File: src/rtl/ov5640_init_pkg.sv
// Shared types and constants for the OV5640 SCCB register-table sequencer.
// Holds the state encoding, ROM entry layout and a counter-width helper.
package ov5640_init_pkg;

    typedef enum logic [3:0] {
        StIdle,
        StFetch,
        StLatch,
        StIssue,
        StWaitDone,
        StDelay,
        StNext,
        StDone,
        StErr
    } init_state_e;

    // Register address that marks a delay pseudo-command when delays are enabled
    localparam logic [15:0] DELAY_CMD_ADDR = 16'hFFFF;

    // ROM entry layout: {reg_addr[15:0], reg_data[7:0]}
    localparam int unsigned ENTRY_ADDR_MSB = 23;
    localparam int unsigned ENTRY_ADDR_LSB = 8;
    localparam int unsigned ENTRY_DATA_MSB = 7;
    localparam int unsigned ENTRY_DATA_LSB = 0;

    // Bits needed to hold values 0..max_val, never less than one
    function automatic int unsigned cnt_width(input int unsigned max_val);
        return (max_val < 2) ? 1 : $clog2(max_val + 1);
    endfunction

endpackage

File: src/rtl/ov5640_ms_timer.sv
// Loadable millisecond down-counter: start loads ms_count, busy stays high for
// exactly ms_count * TICKS_PER_MS cycles; clear abandons a running delay.
module ov5640_ms_timer
    import ov5640_init_pkg::*;
#(
    parameter int unsigned TICKS_PER_MS = 50000
) (
    input  logic       clk_50M,
    input  logic       reset,
    input  logic       clear,
    input  logic       start,
    input  logic [7:0] ms_count,
    output logic       busy
);

    localparam int unsigned PRESC_W = cnt_width(TICKS_PER_MS - 1);
    localparam logic [PRESC_W-1:0] PRESC_MAX = PRESC_W'(TICKS_PER_MS - 1);

    logic [PRESC_W-1:0] presc;
    logic [7:0]         ms_left;

    always_ff @(posedge clk_50M or posedge reset) begin
        if (reset) begin
            presc   <= '0;
            ms_left <= '0;
            busy    <= 1'b0;
        end else if (clear) begin
            presc   <= '0;
            ms_left <= '0;
            busy    <= 1'b0;
        end else if (start && ms_count != 8'd0) begin
            presc   <= PRESC_MAX;
            ms_left <= ms_count;
            busy    <= 1'b1;
        end else if (busy) begin
            if (presc == '0) begin
                presc   <= PRESC_MAX;
                ms_left <= ms_left - 8'd1;
                if (ms_left == 8'd1) begin
                    busy <= 1'b0;
                end
            end else begin
                presc <= presc - 1'b1;
            end
        end
    end

endmodule

File: src/rtl/ov5640_sccb_init_seq.sv
// Walks the OV5640 register ROM after power-on and issues one SCCB write per entry.
// Define OV5640_INIT_DELAY_CMD_EN to treat 16'hFFFF entries as millisecond delays.
module ov5640_sccb_init_seq
    import ov5640_init_pkg::*;
#(
    parameter int unsigned REG_NUM     = 252,
    parameter int unsigned IDX_W       = 8,
    parameter int unsigned CLK_FREQ_HZ = 50000000,
    parameter int unsigned MAX_RETRY   = 3
) (
    input  logic             clk_50M,
    input  logic             reset,
    input  logic             initial_en,
    output logic [IDX_W-1:0] rom_addr,
    input  logic [23:0]      rom_data,
    output logic             sccb_req,
    input  logic             sccb_ack,
    output logic [15:0]      sccb_addr,
    output logic [7:0]       sccb_data,
    input  logic             sccb_done,
    input  logic             sccb_nack,
    output logic [IDX_W-1:0] reg_index,
    output logic             init_done,
    output logic             init_err
);

    localparam int unsigned        RETRY_W     = cnt_width(MAX_RETRY);
    localparam logic [IDX_W-1:0]   LAST_IDX    = IDX_W'(REG_NUM - 1);
    localparam logic [RETRY_W-1:0] RETRY_LIMIT = RETRY_W'(MAX_RETRY);

    if ((2 ** IDX_W) < REG_NUM || CLK_FREQ_HZ < 1000) begin : g_param_check
        $error("ov5640_sccb_init_seq: IDX_W too small for REG_NUM or CLK_FREQ_HZ below 1 kHz");
    end

    init_state_e        state;
    logic               initial_en_q;
    logic [IDX_W-1:0]   idx;
    logic [RETRY_W-1:0] retry;
    logic               start;
    logic               abort;
    logic               can_retry;
    logic [15:0]        entry_addr;
    logic [7:0]         entry_data;

    assign entry_addr = rom_data[ENTRY_ADDR_MSB:ENTRY_ADDR_LSB];
    assign entry_data = rom_data[ENTRY_DATA_MSB:ENTRY_DATA_LSB];
    assign start      = initial_en & ~initial_en_q;
    assign abort      = ~initial_en & (state != StIdle);
    assign can_retry  = retry < RETRY_LIMIT;
    assign reg_index  = idx;

`ifdef OV5640_INIT_DELAY_CMD_EN
    logic is_delay;
    logic timer_start;
    logic timer_busy;

    assign is_delay    = entry_addr == DELAY_CMD_ADDR;
    assign timer_start = (state == StLatch) & is_delay & ~abort;

    ov5640_ms_timer #(
        .TICKS_PER_MS (CLK_FREQ_HZ / 1000)
    ) u_ms_timer (
        .clk_50M  (clk_50M),
        .reset    (reset),
        .clear    (abort),
        .start    (timer_start),
        .ms_count (entry_data),
        .busy     (timer_busy)
    );
`endif

    always_ff @(posedge clk_50M or posedge reset) begin
        if (reset) begin
            state        <= StIdle;
            // A level already high out of reset is not a start; a 0->1 edge must be seen
            initial_en_q <= 1'b1;
            idx          <= '0;
            retry        <= '0;
            rom_addr     <= '0;
            sccb_req     <= 1'b0;
            sccb_addr    <= '0;
            sccb_data    <= '0;
            init_done    <= 1'b0;
            init_err     <= 1'b0;
        end else begin
            initial_en_q <= initial_en;
            if (abort) begin
                state     <= StIdle;
                sccb_req  <= 1'b0;
                init_done <= 1'b0;
                init_err  <= 1'b0;
            end else begin
                unique case (state)
                    StIdle: begin
                        rom_addr <= '0;
                        idx      <= '0;
                        retry    <= '0;
                        sccb_req <= 1'b0;
                        if (start) begin
                            state <= StFetch;
                        end
                    end
                    StFetch: begin
                        rom_addr <= idx;
                        state    <= StLatch;
                    end
                    StLatch: begin
`ifdef OV5640_INIT_DELAY_CMD_EN
                        if (is_delay) begin
                            state <= (entry_data == 8'd0) ? StNext : StDelay;
                        end else
`endif
                        begin
                            sccb_addr <= entry_addr;
                            sccb_data <= entry_data;
                            sccb_req  <= 1'b1;
                            state     <= StIssue;
                        end
                    end
                    StIssue: begin
                        // ack and done together behave as ack followed by done
                        if (sccb_ack) begin
                            if (!sccb_done) begin
                                sccb_req <= 1'b0;
                                state    <= StWaitDone;
                            end else if (!sccb_nack) begin
                                sccb_req <= 1'b0;
                                state    <= StNext;
                            end else if (can_retry) begin
                                retry <= retry + 1'b1;
                            end else begin
                                sccb_req <= 1'b0;
                                init_err <= 1'b1;
                                state    <= StErr;
                            end
                        end
                    end
                    StWaitDone: begin
                        if (sccb_done) begin
                            if (!sccb_nack) begin
                                state <= StNext;
                            end else if (can_retry) begin
                                retry    <= retry + 1'b1;
                                sccb_req <= 1'b1;
                                state    <= StIssue;
                            end else begin
                                init_err <= 1'b1;
                                state    <= StErr;
                            end
                        end
                    end
`ifdef OV5640_INIT_DELAY_CMD_EN
                    StDelay: begin
                        if (!timer_busy) begin
                            state <= StNext;
                        end
                    end
`endif
                    StNext: begin
                        retry <= '0;
                        if (idx == LAST_IDX) begin
                            init_done <= 1'b1;
                            state     <= StDone;
                        end else begin
                            idx      <= idx + 1'b1;
                            rom_addr <= idx + 1'b1;
                            state    <= StFetch;
                        end
                    end
                    StDone, StErr: begin
                    end
                    default: state <= StIdle;
                endcase
            end
        end
    end

endmodule

File: config.mk
export PLATFORM = sky130hd
export DESIGN_NAME = ov5640_sccb_init_seq
export DESIGN_NICKNAME = d
export VERILOG_FILES = /design/src/rtl/ov5640_init_pkg.sv /design/src/rtl/ov5640_ms_timer.sv /design/src/rtl/ov5640_sccb_init_seq.sv
export SDC_FILE = /design/constraint.sdc
export NUM_CORES = 1
export LEC_CHECK = 0
export CORE_ASPECT_RATIO = 1.25
export CORE_UTILIZATION = 43
export CTS_CLUSTER_SIZE = 25
export DETAILED_ROUTE_END_ITERATION = 16
export HOLD_SLACK_MARGIN = 0.1
export PLACE_DENSITY_LB_ADDON = 0.05
export SLEW_MARGIN = 30
export SYNTH_ARGS = -nofsm -noshare
export SYNTH_HDL_FRONTEND = slang
export SYNTH_SLANG_ARGS = --single-unit
File: constraint.sdc
create_clock -name clk_50M -period 1.8 [get_ports clk_50M]
set_input_delay 0.18 -clock clk_50M [delete_from_list [all_inputs] [get_ports clk_50M]]
set_output_delay 0.18 -clock clk_50M [all_outputs]
set_load 0.02 [all_outputs]
; ---- Word level (Yosys, flattened, before mapping)
; Cells that the tools add are included.
[op_classes]
n_addsub = 2
multipliers = 0
div_mod_pow = 0
n_lt_le_gt_ge = 1
n_eq_ne = 17
n_shift = 0
mux = 37
bitwise = 5
reduce_logical = 19
[op_table]
columns = cell, n
row1 = $mux W4, 9
row2 = $pmux W4 S7, 1
row3 = $pmux W8 S3, 1
row4 = $mux W1, 16
row5 = $pmux W8 S2, 1
row6 = $ne A3 B3 Y1 const B, 5
row7 = $eq A4 B3 Y1 const B, 3
row8 = $reduce_and A3 Y1, 3
row9 = $reduce_bool A3 Y1, 3
row10 = $add A8 B1 Y8 const B, 1
row11 = $eq A4 B2 Y1 const B, 2
row12 = $eq A8 B8 Y1 const B, 1
row13 = $mux W2, 4
row14 = $mux W8, 1
row15 = $ne A2 B2 Y1 const B, 3
row16 = $pmux W2 S3, 1
row17 = $reduce_and A2 Y1, 3
row18 = $reduce_and A6 Y1, 1
row19 = $reduce_bool A2 Y1, 3
row20 = $ne A5 B5 Y1 const B, 1
row21 = $reduce_and A5 Y1, 1
row22 = $reduce_bool A5 Y1, 1
row23 = $eq A4 B1 Y1 const B, 1
row24 = $eq A4 B4 Y1 const B, 1
row25 = 10 further kinds, 14
[word_totals]
reg_bits = 50
latch_bits = 0
ram_bits = 0
mem_bits_ro = 0
in_bits = 30
output_inout_bits = 43
mem_count = 0

; ---- Longest topological paths before layout
[depth]
ltp_word = 7
ltp_mapped = 7

; ---- Worst setup path after synthesis
; Ideal clock, no wire load.
[synth_path]
path_type = register to register
from = register idx[0] (netlist: reg_index[0])
to = register rom_addr[0]
setup_ns = 0.125
arrival_time_ns = 1.685
t_required_ns = 1.675
setup_slack_ns = -0.009
path_stages_with_launch = 6
synth_period_minus_slack_ns = 1.809
cell_sequence = dfrtp_1 > ha_1 > and3b_1 > and3_1 > nor2_4 > mux2_2
[synth_via]
elab_chain_len = 3
word_cells_on_any_way = 6
classes_between = add/sub (1) / eq/ne (2) / mux (2) / reduce/logical (1)
[synth_rtl]
columns = item, line
row1 = start: declaration, ov5640_sccb_init_seq.sv:37  ; logic [IDX_W-1:0] idx;
row2 = start signal: assignment, ov5640_sccb_init_seq.sv:165  ; idx <= idx + 1'b1;
row3 = $add A8 B1 Y8 or $eq A8 B8 Y1 (tied branches), "ov5640_sccb_init_seq.sv:166, ov5640_sccb_init_seq.sv:161"
row4 = $mux W8 or $ne A2 B2 Y1 (tied branches), n/a
row5 = $pmux W8 S3 or $reduce_and A3 Y1 (tied branches), n/a
row6 = end signal: assignment, ov5640_sccb_init_seq.sv:104  ; rom_addr <= idx;
row7 = end signal: assignment, ov5640_sccb_init_seq.sv:166  ; rom_addr <= idx + 1'b1;
row8 = end: declaration, ov5640_sccb_init_seq.sv:14  ; output logic [IDX_W-1:0] rom_addr,
; Several ways; a longest one is shown, not always the timed one. The select of a mux whose other input is x is not followed.
; A chain may end at the register's enable or synchronous reset.

; ---- Worst setup path in the final report
[layout_path]
from = register state[1]
to = register retry[1]
[layout_via]
elab_chain_len = 4
word_cells_on_any_way = 12
classes_between = eq/ne (4) / mux (1) / bitwise (2) / reduce/logical (5)
[layout_rtl]
columns = item, line
row1 = start: declaration, ov5640_sccb_init_seq.sv:35  ; init_state_e state;
row2 = start signal: assignment, ov5640_sccb_init_seq.sv:74  ; state <= StIdle;
row3 = start signal: assignment, ov5640_sccb_init_seq.sv:88  ; state <= StIdle;
row4 = start signal: assignment, ov5640_sccb_init_seq.sv:100  ; state <= StFetch;
row5 = $eq A4 B3 Y1 (tied with other cells), ov5640_sccb_init_seq.sv:93  ; unique case (state)
row6 = $reduce_or A2 Y1 (no line) or $and A1 B1 Y1 (tied branches), n/a
row7 = $reduce_bool A3 Y1 (no line) or $not A1 Y1 (tied branches), n/a
row8 = $reduce_and A3 Y1 (no line), n/a
row9 = end signal: assignment, ov5640_sccb_init_seq.sv:130  ; retry <= retry + 1'b1;
row10 = end signal: assignment, ov5640_sccb_init_seq.sv:143  ; retry <= retry + 1'b1;
row11 = end: declaration, ov5640_sccb_init_seq.sv:38  ; logic [RETRY_W-1:0] retry;
; Several ways; a longest one is shown, not always the timed one.

==> results by group <==
Synthesis
  • Post-synth EDFFs: 0
  • Mux cell area share after synthesis: 0.158
  • Main flop type after synthesis: dfrtp_1
  • Yosys warns: 0
  • Post-Syn Area per Cell: about 11 µm²
  • Seq/Total Area, Yosys: 0.491
  • Synth Area in Compound Gates: 0.135
  • Async set-or-reset flop fraction in the synthesized netlist: 1.00
  • Post-Syn Area: about 2600 µm²
  • Synthesis-stage register bit count: 50
  • Synth Area in XOR/XNOR: 0.00343
  • Post-synth cell types: 56
  • Mapped Nets: around 260
  • Post-Synth Adder-Cell Area: 0.0147
  • Main combinational cell family by area after synthesis: simple AND/OR/NAND/NOR gates
  • Gate count after technology mapping: around 230
  • Synth Area in Simple Gates: 0.164

STA
  • Worst-margin pin slew: 444 ps
  • Hold WS: around 210 ps
  • Final WS setup: -40.8 ps
  • Fmax: between 0.5 and 0.6 GHz
  • Clock Skews: slightly below 6 ps
  • Endpoints failing setup: 2
  • Fin crit period: 1840 ps
  • Fin. Hold Viols: 0
  • Max-slew violations: 0
  • Fin crit share: 1.02
  • Slew Limit Headroom: 0.700
  • RSZ-0062 raised after global routing: yes

Power
  • Int Pwr: between 0.003 and 0.004 W
  • Clock share of power: 0.143
  • Leak: 1.70 nW
  • Switching share of total power: 0.356
  • Logic pwr share: 0.557
  • Reg power frac: 0.300
  • Sw Pwr: between 0.0015 and 0.002 W
  • Cell Pwr Density: ~1400 nW/µm²
  • Peak supply drop: approximately 0.91 mV

Final layout
  • Final net count: 378
  • Post-Layout Inst Area: 3850 µm²
  • Fill cell instance count of the final layout: 478
  • Share of cells above drive strength 1: 0.318
  • Non-Filler Instances: just over 400
  • Area grow syn2layout: 50.9%
  • # diodes: 0

CTS
  • Number of buffers inserted during clock tree synthesis: 5
  • Clock-pin slew on the worst setup and hold paths: ~90 ps
  • Hold-fix buffers at CTS: 0
  • CTS tree: yes
  • Clk_lat worst skew: 300 ps
  • CTS sink count: 50
  • H-tree depth: 2
  • Clk buf depth: 2
  • Root buffer cell: clkbuf_8

Drt
  • Drt wl/cell: 14.8 µm
  • Drt pass-1 iters: 6
  • Final wirelength: just over 6000 µm
  • Detail Route Antenna Nets: 0
  • Starting DRT DRC Count: 133
  • Routed vias/inst: 5.37
  • Via count: about 2.2k
  • DRC: 0

Floorplan
  • Die area: around 6300 µm²
  • Initial core utilization: 0.445
  • Core Box Area: approximately 5700 µm²
  • I/O Pins: 73
  • Chip height: 88.1 µm
  • Num rows: 31
  • Die Wd: 70.9 µm

Placement
  • Gpl congestion: approximately 0.9
  • DP Wirelength: 4420 µm
  • Placed cell areas: ~3700 µm²
  • PortBufs: just over 70
  • Placed cells: between 400 and 500
  • Pre-CTS setup slack: -111 ps

Worst setup path
  • Crit end category: register
  • CP Cell Sequence: or3b_4 > a211oi_2 > and2b_1 > o211a_1 > mux2_1
  • Family with the most delay on the worst path: simple AND/OR/NAND/NOR gates
  • CP max FO: 4
  • Crit path arrival time: a little over 2000 ps
  • Critical path type: register to register
  • WP data required: slightly below 2000 ps
  • CP max stage cell: dfrtp_1
  • Max incr delay on CP: between 400 and 500 ps
  • Worst-case reg-to-reg path depth: 5
  • Crit path buf inv count: 0
  • Instance count on the critical path: 5
  • CP Launch Type: register

Global routing
  • Initial antenna violation count: 0
  • Pin count of the biggest net entering global routing: 31
  • Total grt overflow: 0
  • Total GRT Usage: 0.208
  • Vias in the first global route: about 2.2k
  • Global-route wire length before repair: roughly 10000 µm

Status
  • Failing checks: negative setup slack
  • Status: finished, violations left

Min path
  • Min-delay worst type: input port to async pin

Flow run
  • Max-cap violation count: 0
==> power by group through the flow <==
| stage | Combinational (W) | Sequential, W | Clock (W) |
|---|---|---|---|
| after detailed placement | 0.00301 | 0.00168 | 0 |
| after global routing | 0.00331 | 0.00171 | 0.000856 |
| after global placement | 0.00301 | 0.00166 | 0 |
| after CTS | 0.00306 | 0.00167 | 0.000820 |
| final | 0.00308 | 0.00166 | 0.000793 |
| after floorplan | 0.00126 | 0.00203 | 0 |
==> worst reg2reg max path, cell delays in order, from the launching register on <==
cell	delay, ps
dfrtp_1	450
or3b_4	420
a211oi_2	220
and2b_1	160
o211a_1	170
mux2_1	320
==> state kept, by name (all words and copies together), names as in the netlist <==
| register | flops |
|---|---|
| state | 4 |
| init_err | 1 |
| sccb_data | 8 |
| sccb_addr | 16 |
| sccb_req | 1 |
| init_done | 1 |
| reg_index | 8 |
| retry | 2 |
| initial_en_q | 1 |
| rom_addr | 8 |
==> cells by family (layout without fill, tap and decap cells) <==
logic type               Yosys count  count (layout)
AND/OR/NAND/NOR                   73              73
multiplexers                      36              36
XOR/XNOR                           1               1
adder cells (fa/ha/maj)            3               3
AO/OA/AOI/OAI                     47              47
flip-flops                        50              50
buffers and inverters             16             136
==> metrics by stage <==
stage / util / setup TNS (ps) / power (W)
after global routing: 0.671 / -934 / 0.00588
final: 0.671 / -79.7 / 0.00554
after global placement: 0.642 / -382 / 0.00467
after floorplan: - / 0 / 0.00330
after detailed placement: 0.642 / -390 / 0.00469
after CTS: 0.665 / -147 / 0.00554
==> routing by layer <==
metal | GRT usage | share of wire
met5 | 0 | 0
met4 | 0.0927 | 0.023
met3 | 0.0552 | 0.059
met2 | 0.349 | 0.49
met1 | 0.252 | 0.43
==> Yosys cell counts, drive strengths merged, types with 2 or more instances <==
| cell | instances | area share |
|---|---|---|
| dfrtp | 49 | 0.48 |
| mux2 | 35 | 0.15 |
| nand2 | 21 | 0.032 |
| nor2 | 15 | 0.026 |
| o21ai | 10 | 0.020 |
| buf | 9 | 0.023 |
| nand3 | 8 | 0.016 |
| a21oi | 6 | 0.012 |
| a31oi | 6 | 0.015 |
| inv | 4 | 0.0059 |
| o22a | 4 | 0.014 |
| a211o | 3 | 0.010 |
| and3 | 3 | 0.0074 |
| clkbuf | 3 | 0.0044 |
| ha | 3 | 0.015 |
| nand2b | 3 | 0.0074 |
| nand3b | 3 | 0.0088 |
| o31ai | 3 | 0.0088 |
| or3 | 3 | 0.0074 |
| a211oi | 2 | 0.0098 |
| a22o | 2 | 0.0069 |
| a41oi | 2 | 0.0069 |
| and2 | 2 | 0.0049 |
| nor2b | 2 | 0.0049 |
| nor3b | 2 | 0.0078 |
| o41ai | 2 | 0.0069 |
| or3b | 2 | 0.0078 |
==> repair_timing <==
item,in CTS,in global routing
gates cloned,0,0
buffers inserted,1,1
gates resized for setup,7,7
setup endpoints to repair,15,15
pin swaps,2,3
hold endpoints to repair,0,0
==> area by class of cell <==
cell class                 instances  area [µm²]  share of cell area
sequential                        50        1260               0.326
timing repair buffer             124        1140               0.297
tap                               66        82.6              0.0214
inverter                           4        15.0             0.00390
clock buffer                       6        72.6              0.0188
multi-input combinational        160        1240               0.323
clock inverter                     2        37.5             0.00974
==> worst paths after layout <==
kind                       slack, ps                        end               startpoint
min                              210   sccb_data[6]$_DFFE_PP0P_                    reset
max                              -40       retry[1]$_DFFE_PP0P_     state[1]$_DFFE_PP0P_
min reg2reg                      500    rom_addr[3]$_DFFE_PP0P_  rom_addr[3]$_DFFE_PP0P_
max reg2reg                      -40       retry[1]$_DFFE_PP0P_     state[1]$_DFFE_PP0P_
max in group asynchronous       1220   reg_index[0]$_DFFE_PP0P_                    reset
min in group clk_50M             470  sccb_addr[11]$_DFFE_PP0P_             rom_data[19]
==> cells in the final DEF, fill, tap and decap left out, types with 4 or more instances in the layout <==
cell type        count
nor2_1              10
o21ai_0              9
buf_4               48
mux2_2              27
clkbuf_8             5
nand3_1              8
a31oi_1              6
clkdlybuf4s50_1     72
nor2_2               4
nand2_1             20
dfrtp_1             46
o22a_1               4
mux2_1               8
a21oi_1              6
No activity file was read; power rests on OpenSTA's default activity.
==> edit 1: new RTL, same flow settings <==
The option `OV5640_INIT_DELAY_CMD_EN` is turned on by a define.
--- a/src/rtl/ov5640_sccb_init_seq.sv
+++ b/src/rtl/ov5640_sccb_init_seq.sv
@@ -2,2 +2,4 @@
 // Define OV5640_INIT_DELAY_CMD_EN to treat 16'hFFFF entries as millisecond delays.
+`define OV5640_INIT_DELAY_CMD_EN
+
 module ov5640_sccb_init_seq
Function: changed (a bounded check fails within 10 cycles, from zero or initial values and one cycle with reset high).
==> edit 1 against the unedited design <==
- the run still ends with setup timing left
- highest routed layer unchanged
- final area is 84% higher
- combinational power is 75% higher
- die area is 59% higher
- routed wire length is 110% higher
- setup slack worse by 0.39 ns
- total power is 74% higher
- count of clock-buffer cells in the layout is 5 higher
- clock skew is 0.0016 ns higher
- critical path depth is 2 higher
- synthesized area is 61% higher
- sequential cell count is 25 higher
==> edit 1: results <==
export IMPL_grt_max_degree=41
export IMPL_synth_seq_area_share_pct=45.8
export IMPL_cts_made_buffers=9
export IMPL_dpl_cell_count=711
export IMPL_syn_inst=426
export IMPL_grt_pass1_wl_mm=20.1
export IMPL_syn_nets=462
export IMPL_drc=0
export IMPL_violations="setup timing"
export IMPL_hpwlAfterDp_mm=8.85
export IMPL_leakage_nw=3.02
export IMPL_first_global_vias=4327
export IMPL_fin_setup_tns_ns=-5.52
export IMPL_root_buffer="clkbuf_16"
export IMPL_gp_congestion=0.892
export IMPL_drt_iter0_markers=169
export IMPL_instances_no_fill=757
export IMPL_worstPathArrival_ns=2.49
export IMPL_synthDistinctLibCells=54
export IMPL_port_buffer_count=72
export IMPL_grt_usage_pct=26.2
export IMPL_ir_worst_vdd_v=0.00127
export IMPL_status="finished with violations"
export IMPL_worst_pin_slew_ns=0.409
export IMPL_clk_latency_ns=0.34
export IMPL_ys_async_sr_fraction_pct=100
export IMPL_setup_violations=37
export IMPL_htreeDepth=3
export IMPL_placed_area_um2=5860
export IMPL_antennaDiodeCount=0
export IMPL_skew_ns=0.00758
export IMPL_fillers=600
export IMPL_postLayoutSetupSlackWorst_ns=-0.429
export IMPL_clk_pin_slew_ns=0.06
export IMPL_synth_common_cells="dfrtp_1, a21oi_1, o21ai_0, mux2_2, nor2_1"
export IMPL_fin_nets=665
export IMPL_wl_mm=13.1
==> edit 1: changes by cell type in the layout (fill, tap and decap cells not counted), sizes merged, moves of 8 or more <==
cell	delta
mux2	-8
nor3	+12
buf	+89
nor2	+10
a21oi	+37
nand2b	+9
inv	+11
nand4	+9
or4	+8
dfrtp	+25
o21ai	+19
nor4	+16
==> edit 1: cell type report <==
| class | instances | area (µm²) | area share (%) |
|---|---|---|---|
| inverters | 16 | 66.3 | 0.935 |
| clock inverters | 5 | 53.8 | 0.759 |
| flip-flops and latches | 75 | 1880 | 26.6 |
| repair buffers | 213 | 2000 | 28.2 |
| clock buffers | 11 | 243 | 3.42 |
| multi-input cells | 314 | 2690 | 38.0 |
| well taps | 123 | 154 | 2.17 |
==> edit 1: logic make-up (layout without fill, tap and decap cells) <==
| kind of cell | after synthesis | count (layout) | share of synthesized area (%) |
|---|---|---|---|
| flops | 75 | 75 | 45.8 |
| mux | 28 | 28 | 7.66 |
| xor+xnor | 9 | 9 | 1.92 |
| fa+ha+maj | 6 | 6 | 1.83 |
| simple gates | 152 | 152 | 21.6 |
| buf+inv | 37 | 245 | 3.57 |
| compound gates | 119 | 119 | 17.6 |
==> edit 1: worst paths after layout <==
path                                     startpoint                    to  slack [ns]  depth (start not counted)
worst max-delay path            u_ms_timer.presc[1]  u_ms_timer.presc[10]       -0.43                          7
worst min-delay path                          reset          sccb_data[3]        0.12                          2
worst max register to register  u_ms_timer.presc[1]  u_ms_timer.presc[10]       -0.43                          7
worst min register to register            init_done             init_done        0.50                          2
max in group asynchronous                     reset              state[0]        1.19                          3
min in group clk_50M                   rom_data[17]          sccb_addr[9]        0.12                          2
==> edit 1: power breakdown <==
group	internal (W)	switching (W)
logic	0.00283	0.00257
clock network	0.00111	0.000711
registers	0.00215	0.000283
==> edit 1: critical path, cell delays in order (launching register included) <==
cell,delay [ns]
dfrtp_1,0.40
inv_2,0.09
ha_4,0.13
or3b_4,0.38
or4_4,0.46
nor2_2,0.09
or4b_4,0.45
a21oi_1,0.15
==> edit 1: what timing repair did <==
| item | 4_1_cts | 5_1_grt |
|---|---|---|
| gates resized for setup | 79 | 85 |
| endpoints found under the hold margin | 0 | 0 |
| pin swaps | 36 | 51 |
| cloned | 1 | 0 |
| endpoints found under the setup margin | 70 | 70 |
| setup buffers | 14 | 18 |
==> edit 1: metal layers <==
layer | wire (µm) | vias to the layer above | global-route usage (%) | share of wire, %
li1 | - | 2004 | - | -
met1 | 5120 | 2172 | 29.0 | 39
met2 | 7190 | 132 | 45.8 | 55
met3 | 489 | 25 | 5.88 | 3.7
met4 | 256 | 0 | 12.7 | 2.0
met5 | 0 | - | 0 | 0
==> edit 2: new RTL, config.mk and constraints unchanged <==
Without the edit above. Re-encode `init_state_e` (9 states) as one-hot, 9 bits wide.
--- a/src/rtl/ov5640_init_pkg.sv
+++ b/src/rtl/ov5640_init_pkg.sv
@@ -4,12 +4,12 @@
 
-    typedef enum logic [3:0] {
-        StIdle,
-        StFetch,
-        StLatch,
-        StIssue,
-        StWaitDone,
-        StDelay,
-        StNext,
-        StDone,
-        StErr
+    typedef enum logic [8:0] {
+        StIdle     = 9'b000000001,
+        StFetch    = 9'b000000010,
+        StLatch    = 9'b000000100,
+        StIssue    = 9'b000001000,
+        StWaitDone = 9'b000010000,
+        StDelay    = 9'b000100000,
+        StNext     = 9'b001000000,
+        StDone     = 9'b010000000,
+        StErr      = 9'b100000000
     } init_state_e;
Function: same outputs for any inputs over 10 cycles, from zero or initial values and one cycle with reset high; not proved beyond that.
==> edit 2 against the unedited design <==
- the run still ends with setup timing left
- sequential power rose by 8%
- core utilization rose by 7.7 points
- routed wire length rose by 23%
- first-iteration DRC count fell by 38%
- non-clock buffer count rose by 14
- total power rose by 0.55%
- setup slack got worse by 0.17 ns
- sequential cell count rose by 4
- final area rose by 14%
- synthesized area rose by 3.7%
- clock power fell by 13%
- critical path depth rose by 1
- clock skew rose by 0.0049 ns
- critical path type unchanged
- largest cell class is now multi-input gates
==> edit 2: results <==
export IMPL_synth_common_cells="dfrtp_1, mux2_2, o21ai_0, nor2_1"
export IMPL_syn_inst=238
export IMPL_drtPass1Iterations=4
export IMPL_p_comb_share_pct=55.4
export IMPL_leakage_nw=1.86
export IMPL_grt_max_degree=55
export IMPL_whs_ns=0.229
export IMPL_synth_xor_xnor_area_share_pct=0.992
export IMPL_placed_area_um2=3860
export IMPL_antenna_found_initial=0
export IMPL_path_max_fanout=7
export IMPL_layout_drive_gt1_share_pct=42.2
export IMPL_r2r_end="sccb_data[3]"
export IMPL_pre_cts_ws_ns=-0.234
export IMPL_violations="setup timing"
export IMPL_root_buffer="clkbuf_8"
export IMPL_power_density_nw_per_um2=1270
export IMPL_grt_usage_pct=22.1
export IMPL_wl_mm=7.46
export IMPL_r2r_cells=6
export IMPL_worst_pin_slew_ns=0.378
export IMPL_skew_ns=0.0108
export IMPL_syn_nets=270
export IMPL_fin_setup_tns_ns=-7.07
export IMPL_p_seq_w=0.00180
export IMPL_synthDistinctLibCells=52
export IMPL_status="finished with violations"
export IMPL_vias_per_cell=5.32
export IMPL_ys_top_cells_by_area="dfrtp_1, mux2_2, o21ai_0, nor2_1, dfstp_2"
export IMPL_muxShareOfSynthArea_pct=11.0
export IMPL_instances_no_fill=461
export IMPL_gp_congestion=0.920
export IMPL_dpl_cell_count=436
export IMPL_yosys_area_share_adder_pct=0.945
export IMPL_r2r_start="state[7]"
export IMPL_fin_nets=410
export IMPL_grt_pass1_wl_mm=11.2
export IMPL_setup_violations=51
export IMPL_postLayoutSetupSlackWorst_ns=-0.206
export IMPL_hpwlAfterDp_mm=4.72
export IMPL_ir_worst_vdd_v=0.000943
export IMPL_synth_compound_area_share_pct=14.7
export IMPL_p_sw_share_pct=37.7
export IMPL_synth_seq_area_share_pct=51.1
export IMPL_first_global_vias=2471
[edit 2: changes by cell type after synthesis, sizes merged, moves of 4 or more]
cell	change
mux2	-10
inv	+6
nor2	+4
nand4	+4
or2	+4
o21ai	+10
a21oi	+4
nand2	-13
o22a	-4
[edit 2: timing repair]
| action | in CTS | in global routing |
|---|---|---|
| setup buffers | 6 | 11 |
| endpoints found under the setup margin | 48 | 49 |
| cloned | 2 | 2 |
| gates resized for setup | 37 | 48 |
| pin swaps | 17 | 15 |
[edit 2: layout make-up]
type                    count  area [µm²]
multi-input cells         169        1500
fillers                   415        1480
flip-flops and latches     54        1360
repair buffers            138        1300
well taps                  82         103
clock buffers               6        72.6
inverters                  10        37.5
clock inverters             2        13.8
[edit 2: worst max-delay path by stage]
stage	slack, ns	to	start	cells past startpoint
5_1_grt	-0.29	state[3]	state[6]	8
2_1_floorplan	-0.22	rom_addr[7]	state[1]	6
3_5_place_dp	-0.23	rom_addr[2]	state[4]	6
6_report	-0.21	sccb_data[3]	state[7]	6
4_1_cts	-0.18	rom_addr[2]	state[7]	6
3_3_place_gp	-0.16	rom_addr[1]	state[4]	6
[edit 2: kinds of logic after synthesis]
logic type,Yosys count
simple gates,78
compound gates,56
flops,54
mux,26
buf+inv,19
xor+xnor,3
fa+ha+maj,2
[edit 2: worst max-delay path, stage by stage (launching register included)]
cell and delay, ns:
dfrtp_1 0.41, buf_4 0.17, nor4_4 0.20, buf_4 0.19, nand4b_1 0.26, or2_4 0.38, mux2_2 0.29
[edit 2: layer usage]
metal	up-vias	wire [µm]	global-route usage, %
met5	-	0	0
met4	0	142	6.37
met3	16	335	4.37
met2	79	4030	39.5
met1	1200	2950	26.3
li1	1156	-	-
